`src/rtl/alu_issue_decoder_pkg.sv`:
```
// Shared ALU issue definitions: op codes, MIPS opcode/funct constants
// and the decoded-entry bundle carried from issue into EX.
package alu_issue_decoder_pkg;

    typedef logic [3:0] alu_op_t;

    localparam alu_op_t OP_ADD  = 4'd0;
    localparam alu_op_t OP_ADDU = 4'd1;
    localparam alu_op_t OP_SUB  = 4'd2;
    localparam alu_op_t OP_SUBU = 4'd3;
    localparam alu_op_t OP_AND  = 4'd4;
    localparam alu_op_t OP_OR   = 4'd5;
    localparam alu_op_t OP_XOR  = 4'd6;
    localparam alu_op_t OP_NOR  = 4'd7;
    localparam alu_op_t OP_SLL  = 4'd8;
    localparam alu_op_t OP_SRL  = 4'd9;
    localparam alu_op_t OP_SRA  = 4'd10;
    localparam alu_op_t OP_NONE = 4'd12;

    localparam logic [5:0] OPC_R_TYPE = 6'h00;
    localparam logic [5:0] OPC_J      = 6'h02;
    localparam logic [5:0] OPC_JAL    = 6'h03;
    localparam logic [5:0] OPC_BEQ    = 6'h04;
    localparam logic [5:0] OPC_BNE    = 6'h05;
    localparam logic [5:0] OPC_ADDI   = 6'h08;
    localparam logic [5:0] OPC_ADDIU  = 6'h09;
    localparam logic [5:0] OPC_SLTI   = 6'h0A;
    localparam logic [5:0] OPC_ANDI   = 6'h0C;
    localparam logic [5:0] OPC_ORI    = 6'h0D;
    localparam logic [5:0] OPC_XORI   = 6'h0E;
    localparam logic [5:0] OPC_LUI    = 6'h0F;
    localparam logic [5:0] OPC_LW     = 6'h23;
    localparam logic [5:0] OPC_SW     = 6'h2B;

    localparam logic [5:0] FN_SLL  = 6'd0;
    localparam logic [5:0] FN_SRL  = 6'd2;
    localparam logic [5:0] FN_SRA  = 6'd3;
    localparam logic [5:0] FN_JR   = 6'd8;
    localparam logic [5:0] FN_ADD  = 6'd32;
    localparam logic [5:0] FN_ADDU = 6'd33;
    localparam logic [5:0] FN_SUB  = 6'd34;
    localparam logic [5:0] FN_SUBU = 6'd35;
    localparam logic [5:0] FN_AND  = 6'd36;
    localparam logic [5:0] FN_OR   = 6'd37;
    localparam logic [5:0] FN_XOR  = 6'd38;
    localparam logic [5:0] FN_NOR  = 6'd39;
    localparam logic [5:0] FN_SLT  = 6'd42;

    typedef struct packed {
        alu_op_t     op;
        logic [31:0] a;
        logic [31:0] b;
        logic [4:0]  dest;
        logic        wen;
        logic        slt;
        logic        mem_rd;
        logic        mem_wr;
        logic        illegal;
    } dec_t;

    localparam dec_t ENTRY_NONE = '{
        op: OP_NONE, a: 32'd0, b: 32'd0, dest: 5'd0,
        wen: 1'b0, slt: 1'b0, mem_rd: 1'b0, mem_wr: 1'b0, illegal: 1'b0
    };

    function automatic logic [31:0] sext16(input logic [15:0] v);
        return {{16{v[15]}}, v};
    endfunction

    function automatic logic [31:0] zext16(input logic [15:0] v);
        return {16'd0, v};
    endfunction

endpackage

```
`src/rtl/alu_op_decode.sv`:
```
// Combinational MIPS decode into ALU op, operand selection and
// destination/enable flags for one instruction.
import alu_issue_decoder_pkg::*;

module alu_op_decode (
    input  logic [31:0] instr,
    input  logic [31:0] pc,
    input  logic [31:0] rs,
    input  logic [31:0] rt,
    output dec_t        dec
);

    logic [5:0]  opcode;
    logic [5:0]  funct;
    logic [4:0]  rt_idx;
    logic [4:0]  rd_idx;
    logic [31:0] shamt;
    logic [15:0] imm;
    logic        unused_rs_idx;

    assign opcode = instr[31:26];
    assign funct  = instr[5:0];
    assign rt_idx = instr[20:16];
    assign rd_idx = instr[15:11];
    assign shamt  = {27'd0, instr[10:6]};
    assign imm    = instr[15:0];
    // Register data arrives already read, so the rs index is not needed.
    assign unused_rs_idx = ^instr[25:21];

    always_comb begin
        dec = ENTRY_NONE;
        case (opcode)
            OPC_R_TYPE: begin
                dec.dest = rd_idx;
                case (funct)
                    FN_ADD, FN_ADDU, FN_SUB, FN_SUBU,
                    FN_AND, FN_OR, FN_XOR, FN_NOR: begin
                        dec.op  = {1'b0, funct[2:0]};
                        dec.a   = rs;
                        dec.b   = rt;
                        dec.wen = 1'b1;
                    end
                    FN_SLT: begin
                        dec.op  = OP_SUB;
                        dec.slt = 1'b1;
                        dec.a   = rs;
                        dec.b   = rt;
                        dec.wen = 1'b1;
                    end
                    FN_SLL: begin
                        dec.op  = OP_SLL;
                        dec.a   = shamt;
                        dec.b   = rt;
                        dec.wen = 1'b1;
                    end
                    FN_SRL: begin
                        dec.op  = OP_SRL;
                        dec.a   = shamt;
                        dec.b   = rt;
                        dec.wen = 1'b1;
                    end
                    FN_SRA: begin
                        dec.op  = OP_SRA;
                        dec.a   = shamt;
                        dec.b   = rt;
                        dec.wen = 1'b1;
                    end
                    FN_JR: begin
                        dec.dest = 5'd0;
                    end
                    default: begin
                        dec.dest    = 5'd0;
                        dec.illegal = 1'b1;
                    end
                endcase
            end
            OPC_ADDI: begin
                dec.op   = OP_ADD;
                dec.a    = rs;
                dec.b    = sext16(imm);
                dec.dest = rt_idx;
                dec.wen  = 1'b1;
            end
            OPC_ADDIU: begin
                dec.op   = OP_ADDU;
                dec.a    = rs;
                dec.b    = sext16(imm);
                dec.dest = rt_idx;
                dec.wen  = 1'b1;
            end
            OPC_LW: begin
                dec.op     = OP_ADDU;
                dec.a      = rs;
                dec.b      = sext16(imm);
                dec.dest   = rt_idx;
                dec.wen    = 1'b1;
                dec.mem_rd = 1'b1;
            end
            OPC_SW: begin
                dec.op     = OP_ADDU;
                dec.a      = rs;
                dec.b      = sext16(imm);
                dec.dest   = rt_idx;
                dec.mem_wr = 1'b1;
            end
            OPC_SLTI: begin
                dec.op   = OP_SUB;
                dec.slt  = 1'b1;
                dec.a    = rs;
                dec.b    = sext16(imm);
                dec.dest = rt_idx;
                dec.wen  = 1'b1;
            end
            OPC_ANDI: begin
                dec.op   = OP_AND;
                dec.a    = rs;
                dec.b    = zext16(imm);
                dec.dest = rt_idx;
                dec.wen  = 1'b1;
            end
            OPC_ORI: begin
                dec.op   = OP_OR;
                dec.a    = rs;
                dec.b    = zext16(imm);
                dec.dest = rt_idx;
                dec.wen  = 1'b1;
            end
            OPC_XORI: begin
                dec.op   = OP_XOR;
                dec.a    = rs;
                dec.b    = zext16(imm);
                dec.dest = rt_idx;
                dec.wen  = 1'b1;
            end
            OPC_LUI: begin
                dec.op   = OP_SLL;
                dec.a    = 32'd16;
                dec.b    = zext16(imm);
                dec.dest = rt_idx;
                dec.wen  = 1'b1;
            end
            OPC_BEQ, OPC_BNE: begin
                dec.op = OP_SUB;
                dec.a  = rs;
                dec.b  = rt;
            end
            OPC_JAL: begin
                dec.op   = OP_ADDU;
                dec.a    = pc;
                dec.b    = 32'd8;
                dec.dest = 5'd31;
                dec.wen  = 1'b1;
            end
            OPC_J: begin
                dec.op = OP_NONE;
            end
            default: begin
                dec.illegal = 1'b1;
            end
        endcase
        // $0 is hardwired, so a write to it is never enabled.
        if (dec.dest == 5'd0) dec.wen = 1'b0;
    end

endmodule

```
`src/rtl/alu_issue_decoder.sv`:
```
// ALU issue stage: decodes incoming instructions and holds them in a
// main + skid ID/EX buffer with valid/ready on both sides.
import alu_issue_decoder_pkg::*;

module alu_issue_decoder (
    input  logic        clk,
    input  logic        rst_n,
    input  logic        in_valid,
    output logic        in_ready,
    input  logic [31:0] in_instr,
    input  logic [31:0] in_pc,
    input  logic [31:0] in_rs_data,
    input  logic [31:0] in_rt_data,
    input  logic        flush,
    output logic        out_valid,
    input  logic        out_ready,
    output logic [3:0]  out_op,
    output logic [31:0] out_a,
    output logic [31:0] out_b,
    output logic [4:0]  out_dest,
    output logic        out_wen,
    output logic        out_slt,
    output logic        out_mem_rd,
    output logic        out_mem_wr,
    output logic        out_illegal
);

    dec_t dec;
    dec_t main_q;
    dec_t skid_q;
    logic main_v;
    logic skid_v;
    logic accept;
    logic drain;

    alu_op_decode u_decode (
        .instr (in_instr),
        .pc    (in_pc),
        .rs    (in_rs_data),
        .rt    (in_rt_data),
        .dec   (dec)
    );

    // in_ready comes straight from a flop, never from out_ready.
    assign in_ready = ~skid_v;
    assign accept   = in_valid & in_ready;
    assign drain    = main_v & out_ready;

    always_ff @(posedge clk) begin
        if (!rst_n) begin
            main_q <= ENTRY_NONE;
            skid_q <= ENTRY_NONE;
            main_v <= 1'b0;
            skid_v <= 1'b0;
        end else if (flush) begin
            main_v <= 1'b0;
            skid_v <= 1'b0;
        end else if (drain && skid_v) begin
            main_q <= skid_q;
            skid_v <= 1'b0;
        end else if (accept && (!main_v || drain)) begin
            main_q <= dec;
            main_v <= 1'b1;
        end else if (accept) begin
            skid_q <= dec;
            skid_v <= 1'b1;
        end else if (drain) begin
            main_v <= 1'b0;
        end
    end

    assign out_valid   = main_v;
    assign out_op      = main_q.op;
    assign out_a       = main_q.a;
    assign out_b       = main_q.b;
    assign out_dest    = main_q.dest;
    assign out_wen     = main_q.wen;
    assign out_slt     = main_q.slt;
    assign out_mem_rd  = main_q.mem_rd;
    assign out_mem_wr  = main_q.mem_wr;
    assign out_illegal = main_q.illegal;

endmodule

```
`config.mk`:
```
export PLATFORM = sky130hd
export DESIGN_NAME = alu_issue_decoder
export DESIGN_NICKNAME = d
export VERILOG_FILES = /design/src/rtl/alu_issue_decoder_pkg.sv /design/src/rtl/alu_op_decode.sv /design/src/rtl/alu_issue_decoder.sv
export SDC_FILE = /design/constraint.sdc
export NUM_CORES = 1
export LEC_CHECK = 0
export BUFFER_PORTS_ARGS = -buffer_cell sky130_fd_sc_hd__buf_4
export CAP_MARGIN = 20
export CORE_MARGIN = 2
export CORE_UTILIZATION = 40
export DETAILED_ROUTE_END_ITERATION = 8
export MAX_ROUTING_LAYER = met4
export PLACE_DENSITY = 0.7
export SETUP_SLACK_MARGIN = 0.2
export SLEW_MARGIN = 20
export SYNTH_ARGS = -nofsm -noshare
export SYNTH_HDL_FRONTEND = slang
export SYNTH_SLANG_ARGS = --single-unit
```
`constraint.sdc`:
```
create_clock -name clk -period 2.2 [get_ports clk]
set_input_delay 0.11 -clock clk [delete_from_list [all_inputs] [get_ports clk]]
set_output_delay 0.11 -clock clk [all_outputs]
set_load 0.05 [all_outputs]
```
; ---- Word level (Yosys, flattened, before mapping)
; Index checks and enable logic that the tools add are counted.
[totals]
elab_cells = 98
register_bits = 158
in_bits = 133
[classes]
bitwise = 7
n_reduce_logical = 26
eq_ne = 26
mux = 19
[op_table]
columns = op, n
row1 = 64-bit one-hot mux with 6 select lines, 1
row2 = 68-bit one-hot mux with 5 select lines, 1
row3 = 78-bit 2-to-1 mux, 2
row4 = "6-bit equality test, second input constant", 11
row5 = "6-bit by 4-bit equality test with 1-bit output, second input constant", 8
row6 = 4-bit one-hot mux with 8 select lines, 1
row7 = 13-bit OR reduction, 2
row8 = "6-bit by 2-bit equality test with 1-bit output, second input constant", 4
row9 = 9-bit OR reduction, 2
row10 = 5-bit one-hot mux with 3 select lines, 1
row11 = "6-bit by 3-bit equality test with 1-bit output, second input constant", 2
row12 = 6-bit zero test, 2
row13 = 12-bit OR reduction, 1
row14 = 1-bit 2-to-1 mux, 9
row15 = 3-bit OR reduction, 3
row16 = 8-bit OR reduction, 1
row17 = 1-bit one-hot mux with 2 select lines, 3
row18 = 5-bit zero test, 1
row19 = 5-bit 2-to-1 mux, 1
row20 = 1-bit NOT, 5
row21 = 5-bit OR reduction, 1
row22 = 2-bit AND reduction, 2
row23 = 4-bit AND reduction, 1
row24 = 2-bit nonzero test, 2
row25 = other kinds (8), 11

; ---- Logic depth before layout (Yosys ltp)
[depth]
word_depth = 8
depth_mapped = 8

; ---- By module
; Synthesis repeated with hierarchy kept, for this count alone.
[unflattened]
hier_cells = 981
hier_area_um2 = 7519.7
[modules_own_cells]
columns = module, instances, area_per_inst_um2, seq_area_each_um2, cells_per_inst
row1 = alu_issue_decoder, 1, 6217.2, 3163.0, 793
row2 = alu_op_decode, 1, 1302.5, 0.0, 188

; ---- Least setup slack after synthesis
; No wires, ideal clock.
[synth_path]
path_type = register to register
startpoint = register main_v, in the netlist out_valid
endpoint = register skid_q[23] (netlist bit)
path_slack_ns = -0.020
arrival_time_ns = 2.083
synth_period_minus_slack_ns = 2.220
stages_incl_launch_ff = 6
path_buffers = 2
setup_ns = 0.137
cell_sequence = dfxtp_1 -> nand2_1 -> nor4_1 -> clkbuf_1 -> clkbuf_1 -> a31oi_1
[synth_via]
elab_chain_len = 5
elab_cells_between_ends = 8
[synth_rtl]
columns = item, line_no
row1 = from (decl), alu_issue_decoder.sv:31  ; logic main_v;
row2 = from (signal assigned), alu_issue_decoder.sv:53  ; main_v <= 1'b0;
row3 = from (signal assigned), alu_issue_decoder.sv:56  ; main_v <= 1'b0;
row4 = from (signal assigned), alu_issue_decoder.sv:63  ; main_v <= 1'b1;
row5 = 1-bit AND or 1-bit zero test (tied branches), "alu_issue_decoder.sv:47, alu_issue_decoder.sv:61"
row6 = 1-bit logical OR, alu_issue_decoder.sv:61  ; end else if (accept && (!main_v || drain)) begin
row7 = 1-bit logical AND, alu_issue_decoder.sv:61
row8 = 1-bit NOT (no source line), n/a
row9 = 4-bit AND reduction (no source line) *, n/a
row10 = to (signal assigned), alu_issue_decoder.sv:52  ; skid_q <= ENTRY_NONE;
row11 = to (signal assigned), alu_issue_decoder.sv:65  ; skid_q <= dec;
row12 = to (decl), alu_issue_decoder.sv:30  ; dec_t skid_q;
; Every way passes the cells marked *; elsewhere a longest branch is shown, timed or not.
; A chain may end at the register's enable or synchronous reset.

; ---- Worst setup path after layout
[layout_path]
startpoint = register skid_v
endpoint = register skid_q[34] (netlist bit)
[layout_via]
elab_chain_len = 5
elab_cells_between_ends = 7
[layout_rtl]
columns = item, line_no
row1 = from (decl), alu_issue_decoder.sv:32  ; logic skid_v;
row2 = from (signal assigned), alu_issue_decoder.sv:54  ; skid_v <= 1'b0;
row3 = from (signal assigned), alu_issue_decoder.sv:57  ; skid_v <= 1'b0;
row4 = from (signal assigned), alu_issue_decoder.sv:60  ; skid_v <= 1'b0;
row5 = 1-bit NOT, alu_issue_decoder.sv:45  ; assign in_ready = ~skid_v;
row6 = 1-bit AND, alu_issue_decoder.sv:46  ; assign accept = in_valid & in_ready;
row7 = 1-bit logical AND, alu_issue_decoder.sv:61
row8 = 1-bit NOT (no source line), n/a
row9 = 4-bit AND reduction (no source line) *, n/a
; Marks and branches as above.

==> metrics <==
flop and latch count out of synthesis=158; Worst Setup SP=skid_v; final wirelength=about 27,000 um; gr usage total=25.6%; area of the die=0.0210 mm2; metal2 WL=12,700 um; clk_lat worst skew=0.42 ns; Top Ports=~210; Int Power=4.98 mW; area growth from synthesis to layout=42.4%; Critical Path End Type=flop; failing checks=hold timing; Worst Hold Margin=-0.00399 ns; RSZ-0062 raised after global routing=yes; headroom to the max-slew limit=48.1%; WP data arrival=2.17 ns; worst-margin pin slew=0.767 ns; Unique masters post-synth=between 60 and 70; Top Layer Used=met4; Power Total=just under 7 mW; final setup vio count=0; critical path cell sequence=buf_4, or4_1, buf_4, nor2_1, buf_4, a21oi_1; DRC violations left=0; Peak VDD IR=~540 uV; R2R Path Start=skid_v; run status=finished with violations; Gate power share=15.4%; Die X=approximately 150 um; TritonRoute pass-1 iters=6; clock sinks=between 150 and 200; vias in the first global route=8,571; Hold Crit Start=in_rs_data[24]; CP startpoint kind=flop; CTS tree=built; Final Cell Area=0.0113 mm2; die height=145 um; Hold Crit Class=input pin to flop; Vias=roughly 9,000; # H-tree levels=4; critical path class=flop to flop; CP Data Required Time=2.51 ns; clock share of power=42.0%; # diodes=0; setup TNS=0 ns; largest net degree at the start of global routing=79; Final Critical Period=1.87 ns; DRT iter0 DRCs=723; critical path's largest stage delay=0.54 ns; grt ovf=0; most frequent cells in the layout=buf_4 (234), dfxtp_1 (157), o21ai_0 (135), a21oi_1 (125), dlygate4sd3_1 (85); Max Fclk=535 MHz; Post-synth ARST share=0%; initial antenna violation count=0; Syn Inst Count=~1,000; Clock Skew=0.00975 ns; Synth area leader=dfxtp_1; CTS Buf Count=17; Leak=4.34 nW; fin cells=1,552; Mapped Avg Cell Area=7.76 um2; share of the synthesized area in the top cell type=39.7%; post-DP HPWL=between 15,000 and 20,000 um; number of enable flip-flop cells after synthesis=0; M1 WL=about 12,000 um; Yosys warning count=0; ys flop type=dfxtp_1; post-synth net total=between 1,000 and 1,500; Placed Area=0.00987 mm2; first-pass GRT wire length=43,300 um; commonest non-fill, non-tap cell in the layout=buf_4; register area share after synthesis=about two fifths; Layout Utilization=58.2%; Met3 Routed Length=about 1800 um; fin crit share=85.0%; Nets=1,407; dpl cells=1,434; I/O Buffers=slightly above 200; Starting Density=40.9%; Sw Ratio=27.6%; # rows=51; Crit-path slowest cell=or4_1; Setup WS pre-CTS=0.0625 ns; Max Slew Vio Count=0; DR vias/cell=5.80; number of max-cap violations=0; share of cells above drive strength 1=a little under a quarter; most used cell, CP=buf_4; Final Wtd Congestion=0.862; Synth area leaders=dfxtp_1 (40%), o21ai_0 (8.5%), a21oi_1 (7.9%), nor2_1 (4.1%), nand2_1 (3.9%); Antenna Nets Post-Route=0; setup ws final=roughly 0.33 ns; core area=0.0195 mm2; endpoints failing hold=1; clk slew on worst S/H paths=0.07 ns; Max FO, Critical Path=27; P per Cell Area=607 mW/mm2; switching pwr=1.90 mW; CTS root buffer=clkbuf_16; clk buf depth=2; WL per Instance=17.3 um; mapped cell area=0.00796 mm2; Flop pwr share=42.6%
==> layer usage <==
metal / vias up / global-route usage (%)
met5: - / -
met4: 0 / 10.1
met2: 359 / 40.2
met3: 56 / 4.78
li1: 4313 / -
met1: 4281 / 32.6
==> synthesized netlist by cell type (all sizes together) (2+ instances only) <==
cell type  instances
o21ai            169
dfxtp            158
a21oi            125
nor2              87
nand2             82
clkbuf            77
nand3             46
a21o              32
a221oi            31
a311oi            31
buf               23
a31oi             22
and2              22
nor4              15
nor3              13
a211oi            12
a2111oi           11
nand2b             7
inv                6
o211ai             6
and3               5
nor2b              3
nor3b              3
nor4b              3
a2bb2oi            2
and3b              2
mux2i              2
nor4bb             2
o221ai             2
o22ai              2
o311ai             2
or2                2
or3                2
or3b               2
==> sequential cells by signal, summed over array words and instances (netlist names) <==
register,cells
out_mem_wr,1
skid_v,1
out_valid,1
out_dest,5
out_slt,1
out_mem_rd,1
out_op,4
out_a,32
out_illegal,1
skid_q,78
out_wen,1
out_b,32
==> worst max-delay path, delay by kind of cell, from the launching register on <==
kind	cells	cell delay, ns
compound gates	1	0.09
simple gates	2	0.68
buf+inv	3	0.65
flops	1	0.32
==> final timing paths <==
kind | endpoint | slack [ns] | depth (start not counted)
hold / removal | skid_q[66] | -0.004 | 3
hold reg to reg | out_a[22] | 0.45 | 2
setup / recovery | skid_q[34] | 0.33 | 6
setup reg to reg | skid_q[34] | 0.33 | 6
==> layout make-up <==
class	count	area, um2
fill	1775	8130
multi-input combinational	761	4430
sequential	158	3160
timing repair buffer	329	2810
clock buffer	18	439
tap	265	332
clock inverter	14	134
inverter	7	26.3
==> logic make-up after synthesis <==
| kind of cell | count (synthesis) | synth area share (%) |
|---|---|---|
| compound gates | 458 | 36.1 |
| buf+inv | 107 | 5.72 |
| flops | 158 | 39.7 |
| simple gates | 300 | 18.0 |
| mux | 3 | 0.393 |
==> power by group through the flow <==
stage               logic [mW]  registers, mW  clock network, mW
floorplan                0.410           3.09                  0
detailed placement       0.916           2.99                  0
CTS                       1.04           2.93               2.93
finish                    1.06           2.93               2.89
global route              1.14           2.93               3.05
global placement         0.908           2.99                  0
==> repair_timing <==
| action | CTS | global route |
|---|---|---|
| endpoints found under the setup margin | 6 | 22 |
| endpoints found under the hold margin | 92 | 0 |
| pin swaps | 0 | 1 |
| buffers inserted | 0 | 0 |
| hold buffers | 85 | 0 |
| gates resized for setup | 1 | 4 |
Note: power is estimated with default switching activity, not from simulation.
